$ cat src/rtl/tf328_pkg.sv
// Shared definitions for the TF328 fast-RAM sequencer: state encoding,
// strobe reset levels and default timing constants.
package tf328_pkg;

    typedef enum logic [3:0] {
        ST_IDLE    = 4'd0,
        ST_ROW     = 4'd1,
        ST_COL     = 4'd2,
        ST_DATA    = 4'd3,
        ST_HOLD    = 4'd4,
        ST_PRE     = 4'd5,
        ST_REF_CAS = 4'd6,
        ST_REF_RAS = 4'd7,
        ST_REF_END = 4'd8
    } fm_state_e;

    localparam logic [1:0] RAS_RESET   = 2'b11;
    localparam logic [3:0] CAS_RESET   = 4'b1111;
    localparam logic       ACK_N_RESET = 1'b1;

    localparam int DEFAULT_REFRESH_INTERVAL = 220;
    localparam int DEFAULT_PRECHARGE_CYCLES = 2;

endpackage

$ cat src/rtl/fastmem_refresh_timer.sv
// Free-running refresh interval timer; raises ref_pend on each expiry and
// drops it when the sequencer reports a finished refresh (ref_done).
module fastmem_refresh_timer
    import tf328_pkg::*;
#(
    parameter int REFRESH_INTERVAL = DEFAULT_REFRESH_INTERVAL
) (
    input  logic CLKCPU,
    input  logic RESET,
    input  logic ref_done,
    output logic ref_pend
);

    localparam int             CW     = $clog2(REFRESH_INTERVAL);
    localparam logic [CW-1:0] RELOAD = CW'(REFRESH_INTERVAL - 1);

    logic [CW-1:0] cnt_q, cnt_d;
    logic          ref_pend_q, ref_pend_d;

    // Countdown and request flag; a fresh expiry outranks a same-edge clear.
    always_comb begin
        if (cnt_q == '0) begin
            cnt_d      = RELOAD;
            ref_pend_d = 1'b1;
        end else begin
            cnt_d      = cnt_q - CW'(1);
            ref_pend_d = ref_pend_q & ~ref_done;
        end
    end

    // Timer state registers.
    always_ff @(posedge CLKCPU or negedge RESET) begin
        if (!RESET) begin
            cnt_q      <= RELOAD;
            ref_pend_q <= 1'b0;
        end else begin
            cnt_q      <= cnt_d;
            ref_pend_q <= ref_pend_d;
        end
    end

    assign ref_pend = ref_pend_q;

endmodule

$ cat src/rtl/fastmem_sequencer.sv
// TF328 fast-RAM DRAM sequencer: CPU access vs CAS-before-RAS refresh.
// Refresh logic is built only when FASTMEM_REFRESH_EN is defined.
module fastmem_sequencer
    import tf328_pkg::*;
#(
    parameter int REFRESH_INTERVAL = DEFAULT_REFRESH_INTERVAL,
    parameter int PRECHARGE_CYCLES = DEFAULT_PRECHARGE_CYCLES
) (
    input  logic       CLKCPU,
    input  logic       RESET,
    input  logic       AS20,
    input  logic       RW20,
    input  logic       SEL_n,
    input  logic [1:0] BANK_n,
    input  logic [3:0] LANE_n,
    output logic [1:0] RAS,
    output logic [3:0] CAS,
    output logic       RAM_MUX,
    output logic       ACK_n,
    output logic       REF_BUSY
);

    if (REFRESH_INTERVAL < 16 || PRECHARGE_CYCLES < 1 || PRECHARGE_CYCLES > 7) begin : g_bad_cfg
        $error("fastmem_sequencer: REFRESH_INTERVAL or PRECHARGE_CYCLES out of range");
    end

    localparam logic [2:0] PRE_LOAD = 3'(PRECHARGE_CYCLES - 1);

    fm_state_e  state_q, state_d, idle_next_s;
    logic [2:0] pre_cnt_q, pre_cnt_d;
    logic [1:0] ras_q, ras_d;
    logic [3:0] cas_q, cas_d;
    logic       mux_q, mux_d, ack_q, ack_d, busy_q, busy_d;
    logic       ref_pend_s, cpu_release_s;

`ifdef FASTMEM_REFRESH_EN
    logic ref_done_s;
    assign ref_done_s = (state_q == ST_REF_END);

    fastmem_refresh_timer #(
        .REFRESH_INTERVAL (REFRESH_INTERVAL)
    ) u_refresh_timer (
        .CLKCPU   (CLKCPU),
        .RESET    (RESET),
        .ref_done (ref_done_s),
        .ref_pend (ref_pend_s)
    );
`else
    assign ref_pend_s = 1'b0;
`endif

    // Arbitration taken from IDLE or at the end of precharge; refresh wins.
    always_comb begin
        if (ref_pend_s) begin
            idle_next_s = ST_REF_CAS;
        end else if (!AS20 && !SEL_n) begin
            idle_next_s = ST_ROW;
        end else begin
            idle_next_s = ST_IDLE;
        end
    end

    // Next-state and precharge counter.
    always_comb begin
        state_d = state_q;
        case (state_q)
            ST_IDLE:    state_d = idle_next_s;
            ST_ROW:     state_d = AS20 ? ST_PRE : ST_COL;
            ST_COL:     state_d = AS20 ? ST_PRE : ST_DATA;
            ST_DATA:    state_d = ST_HOLD;
            ST_HOLD:    state_d = AS20 ? ST_PRE : ST_HOLD;
            ST_PRE:     state_d = (pre_cnt_q == 3'd0) ? idle_next_s : ST_PRE;
`ifdef FASTMEM_REFRESH_EN
            ST_REF_CAS: state_d = ST_REF_RAS;
            ST_REF_RAS: state_d = ST_REF_END;
            ST_REF_END: state_d = ST_PRE;
`endif
            default:    state_d = ST_IDLE;
        endcase

        if (state_d == ST_PRE && state_q != ST_PRE) begin
            pre_cnt_d = PRE_LOAD;
        end else if (state_q == ST_PRE && pre_cnt_q != 3'd0) begin
            pre_cnt_d = pre_cnt_q - 3'd1;
        end else begin
            pre_cnt_d = pre_cnt_q;
        end
    end

    // Outputs follow the current state one edge later, except that a CPU
    // release drops every strobe on the very edge that samples AS20 high.
    assign cpu_release_s = AS20 && (state_q inside {ST_ROW, ST_COL, ST_HOLD});

    // Output decode feeding the output registers.
    always_comb begin
        ras_d  = RAS_RESET;
        cas_d  = CAS_RESET;
        mux_d  = 1'b0;
        ack_d  = ACK_N_RESET;
        busy_d = 1'b0;
        if (cpu_release_s) begin
            ras_d = RAS_RESET;
        end else begin
            case (state_q)
                ST_ROW: ras_d = BANK_n;
                ST_COL: begin
                    ras_d = BANK_n;
                    mux_d = 1'b1;
                end
                ST_DATA, ST_HOLD: begin
                    ras_d = BANK_n;
                    mux_d = 1'b1;
                    cas_d = RW20 ? 4'b0000 : LANE_n;
                    ack_d = 1'b0;
                end
`ifdef FASTMEM_REFRESH_EN
                ST_REF_CAS: begin
                    cas_d  = 4'b0000;
                    busy_d = 1'b1;
                end
                ST_REF_RAS: begin
                    ras_d  = 2'b00;
                    cas_d  = 4'b0000;
                    busy_d = 1'b1;
                end
                ST_REF_END: begin
                    ras_d  = 2'b00;
                    busy_d = 1'b1;
                end
`endif
                default: busy_d = 1'b0;
            endcase
        end
    end

    // State, counter and output registers.
    always_ff @(posedge CLKCPU or negedge RESET) begin
        if (!RESET) begin
            state_q   <= ST_IDLE;
            pre_cnt_q <= 3'd0;
            ras_q     <= RAS_RESET;
            cas_q     <= CAS_RESET;
            mux_q     <= 1'b0;
            ack_q     <= ACK_N_RESET;
            busy_q    <= 1'b0;
        end else begin
            state_q   <= state_d;
            pre_cnt_q <= pre_cnt_d;
            ras_q     <= ras_d;
            cas_q     <= cas_d;
            mux_q     <= mux_d;
            ack_q     <= ack_d;
            busy_q    <= busy_d;
        end
    end

    assign RAS      = ras_q;
    assign CAS      = cas_q;
    assign RAM_MUX  = mux_q;
    assign ACK_n    = ack_q;
    assign REF_BUSY = busy_q;

endmodule

$ cat config.mk
export PLATFORM = sky130hd
export DESIGN_NAME = fastmem_sequencer
export DESIGN_NICKNAME = d
export VERILOG_FILES = /design/src/rtl/tf328_pkg.sv /design/src/rtl/fastmem_refresh_timer.sv /design/src/rtl/fastmem_sequencer.sv
export SDC_FILE = /design/constraint.sdc
export NUM_CORES = 1
export LEC_CHECK = 0
export CELL_PAD_IN_SITES_DETAIL_PLACEMENT = 0
export CELL_PAD_IN_SITES_GLOBAL_PLACEMENT = 1
export CORE_MARGIN = 4
export CORE_UTILIZATION = 35
export DETAILED_ROUTE_END_ITERATION = 8
export GPL_ROUTABILITY_DRIVEN = 0
export HOLD_SLACK_MARGIN = 0.02
export PLACE_DENSITY = 0.79
export SETUP_SLACK_MARGIN = 0.05
export SLEW_MARGIN = 20
export SYNTH_ARGS = -nofsm -noshare
export SYNTH_HDL_FRONTEND = slang
export SYNTH_SLANG_ARGS = --single-unit
$ cat constraint.sdc
create_clock -name CLKCPU -period 1.8 [get_ports CLKCPU]
set_clock_uncertainty 0.15 [all_clocks]
set_input_delay 0.27 -clock CLKCPU [delete_from_list [all_inputs] [get_ports CLKCPU]]
set_output_delay 0.27 -clock CLKCPU [all_outputs]
set_load 0.02 [all_outputs]
# Yosys cells after proc, flatten, opt, wreduce, memory -nomap -nowiden

Cells that the tools add are included.
W data, S select, Z words.

Input port bits: 11
Word-level logic and storage cells: 45
Register bits: 15
Output and inout bits: 9

Add/sub/neg operators: 1
Reduce and logical (&&, ||, !) cells: 14
Mux-type cells: 17
Equal/unequal tests: 7

Operators with widths:

| cell                  | count |
|---|---|
| $pmux W4 S6           | 1 |
| $mux W4               | 4 |
| $eq A4 B3 Y1 const B  | 3 |
| $mux W3               | 4 |
| $eq A4 B2 Y1 const B  | 2 |
| $mux W1               | 6 |
| $reduce_bool A3 Y1    | 2 |
| $eq A4 B1 Y1 const B  | 1 |
| $logic_and A1 B1 Y1   | 4 |
| $logic_not A4 Y1      | 1 |
| $mux W2               | 2 |
| $ne A4 B3 Y1 const B  | 1 |
| $reduce_or A4 Y1      | 1 |
| $logic_not A3 Y1      | 1 |
| $reduce_or A3 Y1      | 1 |
| $sub A3 B1 Y3 const B | 1 |
| $logic_not A1 Y1      | 2 |
| $reduce_bool A2 Y1    | 1 |
| $reduce_or A2 Y1      | 1 |

# Logic depth before layout (Yosys ltp)

Gate-level depths: netlist of the first run.

Depth in word-level cells: 8
Mapped depth: 7
Depth with buffers taken out: 6

# Least setup slack after synthesis of the first run

Ideal clock, no wire load.

Path type: register to register
Start: register pre_cnt_q[0]
End: register state_q[2]
Buffers on the path: 1
Period minus slack after synthesis: 1.446 ns
Path slack: 0.354 ns
Arrival: 1.172 ns
Cell stages (with the launch flop): 7
Library setup time: 0.124 ns
Path through: dfrtp_1 inv_1 ha_1 nand2b_1 and3_4 buf_6 a211o_1

Word-level cells in the longest chain between the ends: 3

Ends and longest elaborated chain:

| element                | line                     | text |
|---|---|---|
| start, declared        | fastmem_sequencer.sv:30  | `logic [2:0] pre_cnt_q, pre_cnt_d;` |
| start signal, assigned | fastmem_sequencer.sv:148 | `pre_cnt_q <= pre_cnt_d;` |
| $logic_not A3 Y1       | fastmem_sequencer.sv:72  | `ST_PRE: state_d = (pre_cnt_q == 3'd0) ? idle_next_s : ST_PRE;` |
| $mux W4                | fastmem_sequencer.sv:72  |  |
| $pmux W4 S6            | fastmem_sequencer.sv:66  | `case (state_q)` |
| net state_d[2]         | fastmem_sequencer.sv:29  | `fm_state_e state_q, state_d, idle_next_s;` |
| end signal, assigned   | fastmem_sequencer.sv:147 | `state_q <= state_d;` |
| end, declared          | fastmem_sequencer.sv:29  |  |

The timed path passes the listed nets, and every way through them passes these cells.
A chain may end at the register's enable or synchronous reset.

# Final worst setup path of the first run

Start: register mux_q, in the netlist RAM_MUX
End: output port RAM_MUX

RTL lines:

| element                | line                     | text |
|---|---|---|
| start, declared        | fastmem_sequencer.sv:33  | `logic mux_q, mux_d, ack_q, ack_d, busy_q, busy_d;` |
| start signal, assigned | fastmem_sequencer.sv:151 | `mux_q <= mux_d;` |
| end, declared          | fastmem_sequencer.sv:18  | `output logic RAM_MUX,` |

No word-level cell between the ends.

==> results by group, run 1 <==
STA
  • TNS Setup: 0 ns
  • Unrepaired setup endpoints after global routing: false
  • Final hold vios: 0
  • Final min period: 1.62 ns
  • Fmax: 618 MHz
  • Final WS setup: 0.182 ns
  • Slew Viols, Final: 0
  • Final Cycle Share: 89.9%
  • Final setup violation count: 0

Pwr
  • Pwr Total: 0.00150 W
  • Static leakage: 0.427 nW
  • Maximum vdd ir drop: 0.000662 V
  • PwrDens: 1570 nW/µm²

Setup path
  • WP data required: 1.38 ns
  • Setup crit end kind: output port
  • CP arrival: 1.20 ns
  • Kind of critical path: reg -> out
  • Crit path buf inv count: 1
  • R2R depth: 4
  • Crit path cell chain: clkdlybuf4s50_1
  • Critical Path Stages: 1
  • CP startpoint kind: register
  • Crit-path leading delay family: buffers and inverters
  • Slowest cell delay on critical path: 0.60 ns
  • CP Max Fanout: 1
  • Slowest cell on crit path: clkdlybuf4s50_1

GRT
  • Vias in the first global route: 459
  • Congestion Overflow GR: 0
  • Antenna violations before repair: 0
  • First-pass GRT wire length: 2080 µm
  • All-Layer GR Usage: 9.86%
  • Largest net degree at the start of global routing: 15

Clocking
  • CTS resizes: 7
  • Number of CTS-inserted buffers: 3
  • Hold buffers post-CTS: 0
  • Clock Pin Slew Worst Setup and Hold Paths: 0.09 ns
  • Number of H-tree levels: 1
  • Root Driver: clkbuf_4
  • CTS Buffer Depth: 2
  • CTS tree: built
  • Clock sinks: 14
  • Clk_lat worst skew: 0.27 ns
  • Setup Fix Bufs, Post-CTS: 0

Routing
  • Post-route ant nets: 0
  • Post-DR vias/cell: 4.49
  • Residual DRC: 0
  • DRT Pass-1 Iters: 4
  • 1st-iter DRT viols: 7
  • Wire per inst: 10.8 µm
  • DR vias: 534
  • Final wirelength: 1290 µm

Final layout
  • Proportion of layout cells with a drive suffix above 1: 19.6%
  • Area grow syn2layout: 25.9%
  • N_diodes: 0
  • Nets@finish: 106
  • Most frequent cells in the layout: clkdlybuf4s50_1 (11), inv_1 (10), dfstp_2 (7), dfrtp_1 (7), dlygate4sd2_1 (7)
  • # fillers: 200
  • Most common cell after layout, fill and taps aside: clkdlybuf4s50_1

Yosys
  • Mapped Area: 758 µm²
  • Syn Nets: 87
  • Synth warnings: 0
  • Number of synthesized flops with an enable pin: 0
  • Post-synthesis cell count: 74
  • Yosys reg bits: 14
  • Post-synth cell types: 31
  • Top_reg_cell synth: dfstp_2
  • Sequential-to-total area share from yosys stat: 47.4%
  • Avg Cell Area, Syn: 10.2 µm²
  • Post-synth ARST share: 100%

Die
  • CORE AREA: 2000 µm²
  • Row count: 16
  • Die area: 2980 µm²
  • Initial Utilization: 37.9%
  • Ports: 20
  • Die W: 54.5 µm
  • Die Y: 54.5 µm

Placement
  • Hpwl dp: 1010 µm
  • Setup Slack @ Placement: -0.0132 ns
  • IO buf count: 18

Job
  • Max Cap Viol: 0

Worst hold path
  • Hold Path Class: in -> async

Run status
  • Outcome: finished clean
registers in the layout, indices dropped and copies added, names as in the netlist:
| register | count |
|---|---|
| CAS | 4 |
| pre_cnt_q | 3 |
| state_q | 3 |
| RAS | 2 |
| ACK_n | 1 |
| RAM_MUX | 1 |
per-stage QoR:
step                utilization (%)  hold slack (ns)  instance area, µm²  std cells
CTS                            47.7            0.140                 955        119
global placement               46.3            0.357                 927        115
finish                         47.7            0.140                 955        119
floorplan                         -           -0.176                 758         74
global route                   47.7            0.147                 955        119
detailed placement             46.3            0.360                 927        115
area by class of cell:
class                      instances  area [µm²]  share of cell area [%]
inverter                          10        37.5                    3.93
timing repair buffer              20         186                    19.5
sequential                        14         359                    37.6
tap                               27        33.8                    3.54
clock buffer                       4        36.3                    3.80
multi-input combinational         44         302                    31.6
Yosys cell counts (all sizes together), types with 2 or more instances:
cell type / n / area, µm²
inv: 10 / 37.5
dfrtp: 7 / 175
dfstp: 7 / 184
o21ai: 7 / 35.0
buf: 6 / 60.1
nor2: 6 / 22.5
nand2: 3 / 11.3
nand2b: 3 / 18.8
a21oi: 2 / 10.0
ha: 2 / 25.0
maj3: 2 / 21.3
nor2b: 2 / 20.0
nor3: 2 / 15.0
or2: 2 / 12.5
xnor2: 2 / 17.5
kinds of logic after synthesis:
logic type | synth area share (%)
AO/OA/AOI/OAI | 12.0
XOR/XNOR | 3.47
adder cells (fa/ha/maj) | 6.11
buffers and inverters | 12.9
flip-flops | 47.4
multiplexers | 1.32
other | 0.495
AND/OR/NAND/NOR | 16.3
worst paths after layout:
check	start	endpoint	slack [ns]
worst max-delay path	RAM_MUX	RAM_MUX	0.18
worst min-delay path	RESET	pre_cnt_q[2]	0.14
worst max register to register	state_q[0]	RAS[0]	0.32
worst min register to register	pre_cnt_q[0]	pre_cnt_q[0]	0.38
max in group asynchronous	RESET	CAS[3]	1.12
min in group CLKCPU	LANE_n[3]	CAS[3]	0.36
report_power, final:
group	switching, W	internal, W
clock	0.000101	0.000123
combinational	0.000336	0.000338
sequential	0.000127	0.000474
total	0.000564	0.000935
per-layer routing:
metal	GRT usage (%)	wire length (µm)	vias to the layer above
met5	0	0	-
li1	-	-	272
met2	13.5	589	16
met1	13.9	605	244
met4	6.22	19	0
met3	1.91	74	2
Note: power is estimated with default switching activity, not from simulation.
==> run 2, diff against run 1 <==
--- a/config.mk
+++ b/config.mk
@@ -10,4 +10,5 @@
 export CORE_MARGIN = 4
 export CORE_UTILIZATION = 35
+export CTS_CLUSTER_DIAMETER = 30
 export DETAILED_ROUTE_END_ITERATION = 8
 export GPL_ROUTABILITY_DRIVEN = 0
==> constraint.sdc (replaced) <==
create_clock -name CLKCPU -period 1.5 [get_ports CLKCPU]
set_clock_uncertainty 0.15 [all_clocks]
set_input_delay 0.375 -clock CLKCPU [delete_from_list [all_inputs] [get_ports CLKCPU]]
set_output_delay 0.375 -clock CLKCPU [all_outputs]
set_load 0.02 [all_outputs]
==> run 2 against run 1 <==
Compared with the run above:
- non-clock buffer count up 10
- highest routed layer unchanged
- die area unchanged
- critical path type unchanged
- cell count increased by 8.4%
==> results by group, run 2 (same netlist as run 1, synthesis figures left out) <==
Placement
  • IO buf count: 18
  • Hpwl dp: 1040 µm
  • Setup Slack @ Placement: -0.391 ns

STA
  • Final Cycle Share: 96.5%
  • Slew Viols, Final: 0
  • Final setup violation count: 0
  • Unrepaired setup endpoints after global routing: true
  • Final WS setup: 0.0531 ns
  • Fmax: 691 MHz
  • Final min period: 1.45 ns
  • Final hold vios: 0

Die
  • Die W: 54.5 µm
  • Die Y: 54.5 µm
  • Initial Utilization: 37.9%
  • Row count: 16
  • Die area: 2980 µm²
  • Ports: 20
  • CORE AREA: 2000 µm²

Setup path
  • WP data required: 0.97 ns
  • CP startpoint kind: register
  • Slowest cell delay on critical path: 0.54 ns
  • Setup crit end kind: output port
  • CP arrival: 0.92 ns
  • Crit path buf inv count: 1
  • Kind of critical path: reg -> out
  • Crit-path leading delay family: flip-flops
  • Crit path cell chain: buf_6
  • CP Max Fanout: 1
  • R2r setup slk: 0.09 ns
  • Slowest cell on crit path: dfstp_2

Routing
  • Wire per inst: 11.4 µm
  • 1st-iter DRT viols: 6
  • DRT Pass-1 Iters: 4
  • Residual DRC: 0
  • DR vias: 579
  • Final wirelength: 1470 µm
  • Post-route ant nets: 0
  • Post-DR vias/cell: 4.49

GRT
  • Antenna violations before repair: 0
  • Vias in the first global route: 523
  • All-Layer GR Usage: 11.0%
  • Congestion Overflow GR: 0
  • First-pass GRT wire length: 2260 µm
  • Largest net degree at the start of global routing: 15

Pwr
  • Pint: 0.00133 W
  • Maximum vdd ir drop: 0.000881 V
  • Net Sw Frac: 36.5%
  • PwrDens: 1980 nW/µm²
  • Comb power frac: 52.4%
  • P_sw: 0.000765 W
  • Static leakage: 0.498 nW
  • Clk pwr share: 13.2%
  • Flop pwr share: 34.4%

Final layout
  • Most frequent cells in the layout: buf_4 (12), clkdlybuf4s50_1 (9), inv_1 (8)
  • Largest register FFs: 4
  • N_diodes: 0
  • Area grow syn2layout: 39.9%
  • Nets@finish: 116
  • Post-layout util: 53.0%
  • Most common cell after layout, fill and taps aside: buf_4
  • Proportion of layout cells with a drive suffix above 1: 42.2%

Worst hold path
  • Hold Path Class: in -> async

Run status
  • Outcome: finished clean

Clocking
  • Clk_lat worst skew: 0.29 ns
  • Clock sinks: 14
  • CTS tree: built
  • Root Driver: clkbuf_4
  • Clock Pin Slew Worst Setup and Hold Paths: 0.09 ns
  • Number of H-tree levels: 1
  • Hold buffers post-CTS: 0
  • CTS Buffer Depth: 2
  • Number of CTS-inserted buffers: 3

Job
  • Max Cap Viol: 0
run 2: changes by cell type in the layout (fill, tap and decap cells not counted), moves of 2 or more:
cell | before | now
buf_4 | 2 | 12
buf_6 | 0 | 7
dlygate4sd2_1 | 7 | 1
dfrtp_1 | 7 | 4
dfrtp_2 | 0 | 3
clkdlybuf4s50_1 | 11 | 9
inv_1 | 10 | 8
inv_2 | 0 | 2
run 2: power by group through the flow:
stage | Sequential [W] | Combinational (W) | Clock [W]
floorplan | 0.000745 | 0.000669 | 0
global placement | 0.000702 | 0.000935 | 0
detailed placement | 0.000710 | 0.000955 | 0
CTS | 0.000719 | 0.000967 | 0.000284
global route | 0.000747 | 0.00120 | 0.000304
finish | 0.000721 | 0.00110 | 0.000277
run 2: stage by stage:
step | std cells | area (µm²) | total power, W | TNS [ns] | hold slack (ns)
global placement | 119 | 957 | 0.00164 | -3.43 | 0.357
global route | 129 | 1060 | 0.00225 | 0 | 0.246
finish | 129 | 1060 | 0.00210 | 0 | 0.232
floorplan | 74 | 758 | 0.00141 | 0 | -0.0706
detailed placement | 119 | 957 | 0.00167 | -3.61 | 0.361
CTS | 123 | 1000 | 0.00197 | 0 | 0.234
run 2: final timing paths:
path,cells past startpoint,to,startpoint
worst max register to register,4,RAS[0],state_q[0]
worst min register to register,2,pre_cnt_q[2],pre_cnt_q[2]
min in group CLKCPU,2,pre_cnt_q[2],pre_cnt_q[2]
worst max-delay path,1,CAS[0],CAS[0]
max in group asynchronous,2,CAS[2],RESET
worst min-delay path,2,pre_cnt_q[2],RESET
run 2: per-layer routing:
metal / vias to the layer above / GRT usage, % / part of all wire, %
met5: - / 0 / 0
met4: 0 / 9.96 / 3.0
met3: 4 / 1.36 / 5.9
met2: 18 / 16.1 / 47
met1: 267 / 14.0 / 44
li1: 290 / - / -
run 2: final cells by class:
type | count | area (µm²)
Fill cell | 173 | 941
Sequential cell | 14 | 363
Multi-Input combinational cell | 44 | 318
Timing Repair Buffer | 30 | 273
Inverter | 10 | 37.5
Clock buffer | 4 | 36.3
Tap cell | 27 | 33.8
run 2: what timing repair did:
action / 4_1_cts / 5_1_grt
setup endpoints to repair: 13 / 17
pin swaps: 0 / 2
setup buffers: 0 / 6
gates resized for setup: 47 / 8
==> run 3, diff against run 2 <==
- CORE_UTILIZATION: 35 -> 32
- PLACE_DENSITY: 0.79 -> 0.76
- clock period: 1.5 -> 1.2 ns (I/O delays scaled with it)
==> run 3 against run 2 <==
Compared with the run above:
- the flow now finishes with violations (negative setup slack)
- count of clock-buffer cells in the layout stayed put
- final area grew 16%
- total power rose by 50%
- sequential share of layout area down 4.8 points
- hold slack worse by 0.028 ns
- critical path depth unchanged
==> results by group, run 3 (same netlist as run 1, synthesis figures left out) <==
Run status
  • Outcome: complete, but fails checks
  • Failing checks: negative setup slack

Setup path
  • R2r endpoint: state_q[2]
  • WP data required: 0.75 ns
  • Slowest cell delay on critical path: 0.54 ns
  • CP Max Fanout: 1
  • R2r setup slk: -0.16 ns
  • Slowest cell on crit path: dfstp_2
  • CP startpoint kind: register
  • Crit path buf inv count: 1
  • Kind of critical path: reg -> out
  • CP arrival: 0.93 ns
  • Worst reg2reg path startpoint: state_q[1]
  • R2R depth: 2
  • Crit path cell chain: buf_6
  • Setup crit end kind: output port
  • Crit-path leading delay family: flip-flops

Clocking
  • Number of H-tree levels: 1
  • Number of CTS-inserted buffers: 3
  • Hold buffers post-CTS: 0
  • CTS Buffer Depth: 2
  • Clock Pin Slew Worst Setup and Hold Paths: 0.09 ns
  • Root Driver: clkbuf_4
  • Clk_lat worst skew: 0.29 ns
  • Clock sinks: 14
  • CTS tree: built

Final layout
  • Most frequent cells in the layout: buf_6 (17), buf_4 (11), clkdlybuf4s50_1 (9)
  • Proportion of layout cells with a drive suffix above 1: 55.9%
  • Largest register FFs: 4
  • N_diodes: 0
  • Area grow syn2layout: 62.9%
  • Finished Layout Cells: 139
  • Nets@finish: 125
  • Most common cell after layout, fill and taps aside: buf_6
  • Post-layout util: 55.3%

STA
  • Final min period: 1.38 ns
  • Final setup violation count: 20
  • Final Cycle Share: 115%
  • Unrepaired setup endpoints after global routing: true
  • Final WS setup: -0.184 ns
  • Final hold vios: 0
  • Worst hold slack: 0.203 ns
  • Fmax: 722 MHz
  • Slew Viols, Final: 0

Job
  • Max Cap Viol: 0

Die
  • Die Y: 56.7 µm
  • Row count: 17
  • Initial Utilization: 33.9%
  • CORE AREA: 2230 µm²
  • Die area: 3210 µm²
  • Ports: 20
  • Die W: 56.7 µm

GRT
  • All-Layer GR Usage: 11.7%
  • Largest net degree at the start of global routing: 15
  • First-pass GRT wire length: 2820 µm
  • Antenna violations before repair: 0
  • Congestion Overflow GR: 0
  • Vias in the first global route: 644

Worst hold path
  • Hold Path Class: in -> async

Pwr
  • Static leakage: 0.567 nW
  • PwrDens: 2550 nW/µm²
  • Maximum vdd ir drop: 0.00138 V

Routing
  • Wire per inst: 12.0 µm
  • Post-DR vias/cell: 4.49
  • Final wirelength: 1670 µm
  • Residual DRC: 0
  • 1st-iter DRT viols: 8
  • DR vias: 624
  • Post-route ant nets: 0
  • DRT Pass-1 Iters: 4

Placement
  • IO buf count: 18
  • Placed cells: 130
  • Hpwl dp: 1230 µm
==> run 3: cell count changes in the layout (fill, tap and decap cells not counted), sizes merged <==
| cell | delta |
|---|---|
| buf | +9 |
==> run 3: worst max path at each step <==
stage	start	endpoint	slack, ns	cells past startpoint
2_1_floorplan	pre_cnt_q[0]	state_q[2]	-0.22	6
3_3_place_gp	AS20	state_q[2]	-0.57	3
3_5_place_dp	AS20	state_q[2]	-0.64	3
4_1_cts	CAS[3]	CAS[3]	-0.20	1
5_1_grt	state_q[0]	RAS[0]	-0.23	4
6_report	CAS[3]	CAS[3]	-0.18	1
==> run 3: power by group <==
group          internal, W  total (W)  switching (W)
Clock             0.000185   0.000346       0.000161
Sequential        0.000724   0.000909       0.000185
Combinational      0.00111    0.00189       0.000784
==> run 3: routing by layer <==
metal	wire length, µm	vias to the layer above	GRT usage, %
met4	29	0	7.12
li1	-	310	-
met3	88	4	2.99
met5	0	-	0
met1	649	298	11.8
met2	905	12	21.3
==> run 3: metrics by stage <==
stage | total power (W) | worst slack [ns] | TNS [ns] | area (µm²)
2_1_floorplan | 0.00184 | -0.215 | -0.798 | 778
5_1_grt | 0.00336 | -0.229 | -3.94 | 1230
3_5_place_dp | 0.00239 | -0.636 | -9.23 | 1070
4_1_cts | 0.00308 | -0.196 | -2.75 | 1210
6_report | 0.00315 | -0.184 | -2.72 | 1230
3_3_place_gp | 0.00234 | -0.575 | -8.68 | 1070
==> run 3: area by class of cell <==
type | instances | area, µm²
Tap cell | 28 | 35.0
Inverter | 10 | 37.5
Fill cell | 199 | 998
Sequential cell | 14 | 363
Multi-Input combinational cell | 44 | 370
Clock buffer | 4 | 36.3
Timing Repair Buffer | 39 | 393
==> run 3: repair_timing <==
| item | in CTS | in global routing |
|---|---|---|
| pin swaps | 10 | 2 |
| endpoints found under the setup margin | 22 | 22 |
| resized for setup | 71 | 4 |
| setup buffers | 3 | 2 |
==> patch 1 (flow settings as in run 2) <==
Add a define of `FASTMEM_REFRESH_EN`.
--- a/src/rtl/fastmem_sequencer.sv
+++ b/src/rtl/fastmem_sequencer.sv
@@ -1,5 +1,7 @@
 // TF328 fast-RAM DRAM sequencer: CPU access vs CAS-before-RAS refresh.
 // Refresh logic is built only when FASTMEM_REFRESH_EN is defined.
+`define FASTMEM_REFRESH_EN
+
 module fastmem_sequencer
     import tf328_pkg::*;
 #(
Formal check against the unedited RTL: same outputs for any inputs over 10 cycles, from zero or initial values and one cycle with RESET low; that may be too few to reach the edited logic, so the function may still have changed.
==> patch 1 against run 2 <==
The flow now finishes with violations (setup timing); synthesized cell count rose by 88%; worst setup slack worse by 640 ps; design area increased by 97%; via count increased by 120%; area after synthesis up 76%; sequential power up 47%; wire length grew 130%; clock power increased by 47%; power is 71% higher; sequential cell count up 11; largest power group unchanged.
==> patch 1: results (changes against run 2) <==
sequential share of the synthesized area=0.481 (+0.00719); DR iter-0 viols=70 (+64); failing checks=setup timing; GRT Total Usage=0.143 (+0.0329); pin count of the biggest net entering global routing=26 (+11); Routed wire per std cell=13.9 µm (+22%); first-pass GRT wire length=5780 µm (+160%); # setup viols final=12 (+12); Worst VDD drop=0.000771 V (-12%); static leakage=0.948 nW (+90%); Hold Slack=299 ps (+67.8 ps); Met2 Wirelength=1810 µm (+160%); max reg flops=8 (+4); worst r2r src=pre_cnt_q[1]; status=complete, but fails checks; pre-CTS worst setup slack=-864 ps (-473 ps); fraction of the mapped netlist area in adder cells=0.0450 (-0.0161); sw power=0.00132 W (+73%); detailed placement HPWL=2390 µm (+130%); critical path peak fanout=3 (+2); post-synthesis mux area share=0 (-0.0132); wire length on met1=1420 µm (+120%); Final WS setup=-585 ps (-638 ps); placed cell areas=0.00185 mm² (+94%); synth unique cells=37 (+19%); clock latency on the worst-skew pair=270 ps (-20 ps); total number of vias=1266 (+120%); worst reg2reg endpoint=pre_cnt_q[2]; root cell of the clock tree=clkbuf_8; met3 wire len=116 µm (+35%); Post-synth top cells=16 x nand2_1, 13 x dfstp_2, 12 x dfrtp_1; Port Buf Inserts=19 (+1); r2r worst-path depth=8 (+4); Detailed Route WL=3420 µm (+130%); placed insts=231 (+94%); synthesized net count=154 (+77%); Compound-Gate Fraction of Synth Area=0.157 (+0.0361); antenna violations before repair=0 (unchanged); count of nets after finishing=214 (+84%); share of cells above drive strength 1=0.485 (+0.0633)
patch 1: how the worst max path moves through the flow:
stage	start	to	cells past startpoint
floorplan	pre_cnt_q[1]	pre_cnt_q[1]	8
global placement	AS20	pre_cnt_q[1]	6
detailed placement	AS20	pre_cnt_q[2]	6
CTS	pre_cnt_q[1]	pre_cnt_q[2]	8
global route	pre_cnt_q[1]	pre_cnt_q[2]	8
finish	pre_cnt_q[1]	pre_cnt_q[2]	8
patch 1: metrics by stage:
step                total power (W)  TNS, ps
CTS                         0.00344    -2460
global placement            0.00278    -6810
finish                      0.00358    -2410
floorplan                   0.00207    -2420
detailed placement          0.00284    -7500
global route                0.00380    -3880
patch 1: power groups by stage:
| stage | clock network, W | registers (W) | logic (W) |
|---|---|---|---|
| floorplan | 0 | 0.00114 | 0.000930 |
| global placement | 0 | 0.00105 | 0.00173 |
| detailed placement | 0 | 0.00105 | 0.00179 |
| CTS | 0.000419 | 0.00104 | 0.00197 |
| global route | 0.000447 | 0.00108 | 0.00228 |
| finish | 0.000408 | 0.00106 | 0.00211 |
patch 1: worst max-delay path: stages, from the launching register on:
cell and delay (ps):
dfrtp_1 360, inv_2 50, ha_4 150, ha_4 150, or4bb_1 470, o221a_1 150, o22ai_2 190, o311a_4 220
o22ai_1 70
patch 1: routing by layer:
| metal | vias to the layer above | GRT usage |
|---|---|---|
| met3 | 11 | 0.0275 |
| met1 | 625 | 0.173 |
| met5 | - | 0 |
| li1 | 598 | - |
| met4 | 0 | 0.0426 |
| met2 | 32 | 0.256 |
patch 1: layout make-up:
cell class	instances	area, µm²
clock buffers	3	41.3
clock inverters	1	5.00
repair buffers	63	566
well taps	48	60.1
multi-input cells	100	749
flip-flops and latches	25	644
fillers	312	1570
inverters	6	22.5
patch 1: kinds of logic after synthesis:
family / Yosys count
buffers and inverters: 14
DFF: 25
adders and majority gates: 5
and+or+nand+nor: 58
AOI/OAI and AO/OA: 30
xor gates and xnor gates: 7
patch 1: timing repair:
item | CTS | global route
gates resized for setup | 68 | 18
pin swaps | 8 | 6
setup buffers | 7 | 4
hold buffers | 0 | 0
endpoints found under the setup margin | 32 | 31
==> patch 2 (flow settings as in run 2) <==
Made on the original files. Reset style: synchronous (`RESET`), changed in one clocked block.
--- a/src/rtl/fastmem_sequencer.sv
+++ b/src/rtl/fastmem_sequencer.sv
@@ -134,7 +134,7 @@
     end
 
     // State, counter and output registers.
-    always_ff @(posedge CLKCPU or negedge RESET) begin
+    always_ff @(posedge CLKCPU) begin
         if (!RESET) begin
             state_q   <= ST_IDLE;
             pre_cnt_q <= 3'd0;
Function: differs if RESET is asserted again (counterexample within 4 cycles, from zero or initial values and one cycle with RESET low); with RESET held inactive, the same outputs for 10 cycles.
==> patch 2 against run 2 <==
Area after synthesis decreased by 8.9%; highest routed layer unchanged; cell count rose by 0.78%; sequential cell count unchanged; die area down 7.6%; design area is 3.7% lower; worst setup slack improved by 25 ps; critical path type is now flip-flop to flip-flop; non-clock buffer count rose by 1; power down 30%; wire length rose by 0.95%.
==> patch 2: results (changes against run 2) <==
status=finished, final reports clean; clk buf depth=2 (unchanged); Detailed Route WL=1480 µm (+0.95%); sequential share of the synthesized area=0.406 (-0.0678); root cell of the clock tree=clkbuf_4; async set-reset flop share out of synthesis=0 (-1.00); post-CTS setup buffers=2 (+2); r2r worst-path depth=7 (+3); vias in the first global route=577 (+10%); CP max stage delay=330 ps (-210 ps); M1 GR Usage=0.133 (-0.00768); Logic power comb=0.000684 W (-38%); wire length on met1=593 µm (-9.2%); Fmax achieved=703 MHz (+1.7%); Post-synth top cells=14 x dfxtp_1, 11 x inv_1, 8 x nor2_1; static leakage=0.459 nW (-7.8%); fillers=180 (+4.0%); placed insts=124 (+4.2%); post-synthesis mux area share=0.0145 (+0.00129); Synth area leaders=dfxtp_1 41%, inv_1 6.0%, nor2_1 4.3%; Worst VDD drop=0.000775 V (-12%); Synth Area in XOR/XNOR=0.0380 (+0.00339); critical path peak fanout=3 (+2); share of cells above drive strength 1=0.419 (-0.00252); CP endpoint=state_q[0]; syn_area_per_cell=9.33 µm² (-8.9%); detailed placement HPWL=1110 µm (+6.8%); pre-CTS worst setup slack=-287 ps (+104 ps); detail-routed via count per cell=4.58 (+2.0%); kind of path behind the tightest hold check=flip-flop to flip-flop; Arr. time, crit path=1450 ps (+530 ps); GR Layer Usage met3=0.0541 (+0.0405); GRT Total Usage=0.120 (+0.00963); Compound-Gate Fraction of Synth Area=0.172 (+0.0516); cts repair resizes=14 (-70%); worst r2r src=pre_cnt_q[1]; DR iter-0 viols=5 (-1); hold depth=2; met3 wire len=99 µm (+15%); Pre-antenna DRT Iters=5 (+1); slowest CP cell=dfxtp_2; power density cells=1430 mW/mm² (-28%); Post-Layout Cell Count=130 (+0.78%); Cell Int Power=0.000951 W (-29%); placed cell areas=951 µm² (-0.65%); fraction of the mapped netlist area in adder cells=0.0525 (-0.00852); synth unique cells=28 (-9.7%); clock power share=0.186 (+0.054); Met2 Wirelength=779 µm (+14%)
-- patch 2: cell count changes after synthesis, sizes merged, moves of 2 or more --
cell	change
dfrtp	-7
dfxtp	+14
nor3b	+2
nor2	+3
nand2b	-3
buf	-2
dfstp	-7
or2	-2
nand2	-3
nand3b	+2
o21a	+3
-- patch 2: worst min path at each step --
stage | slack [ps] | from | end
floorplan | 310 | RESET | RAS[0]
global placement | 350 | pre_cnt_q[2] | pre_cnt_q[2]
finish | 390 | pre_cnt_q[1] | pre_cnt_q[1]
CTS | 390 | pre_cnt_q[1] | pre_cnt_q[1]
detailed placement | 360 | pre_cnt_q[1] | pre_cnt_q[1]
global route | 420 | pre_cnt_q[1] | pre_cnt_q[1]
-- patch 2: area by class of cell --
cell class / instances / area (µm²) / area share
inverters: 11 / 41.3 / 0.0404
repair buffers: 31 / 250 / 0.245
flip-flops and latches: 14 / 285 / 0.279
multi-input cells: 45 / 378 / 0.370
well taps: 25 / 31.3 / 0.0306
clock buffers: 4 / 36.3 / 0.0355
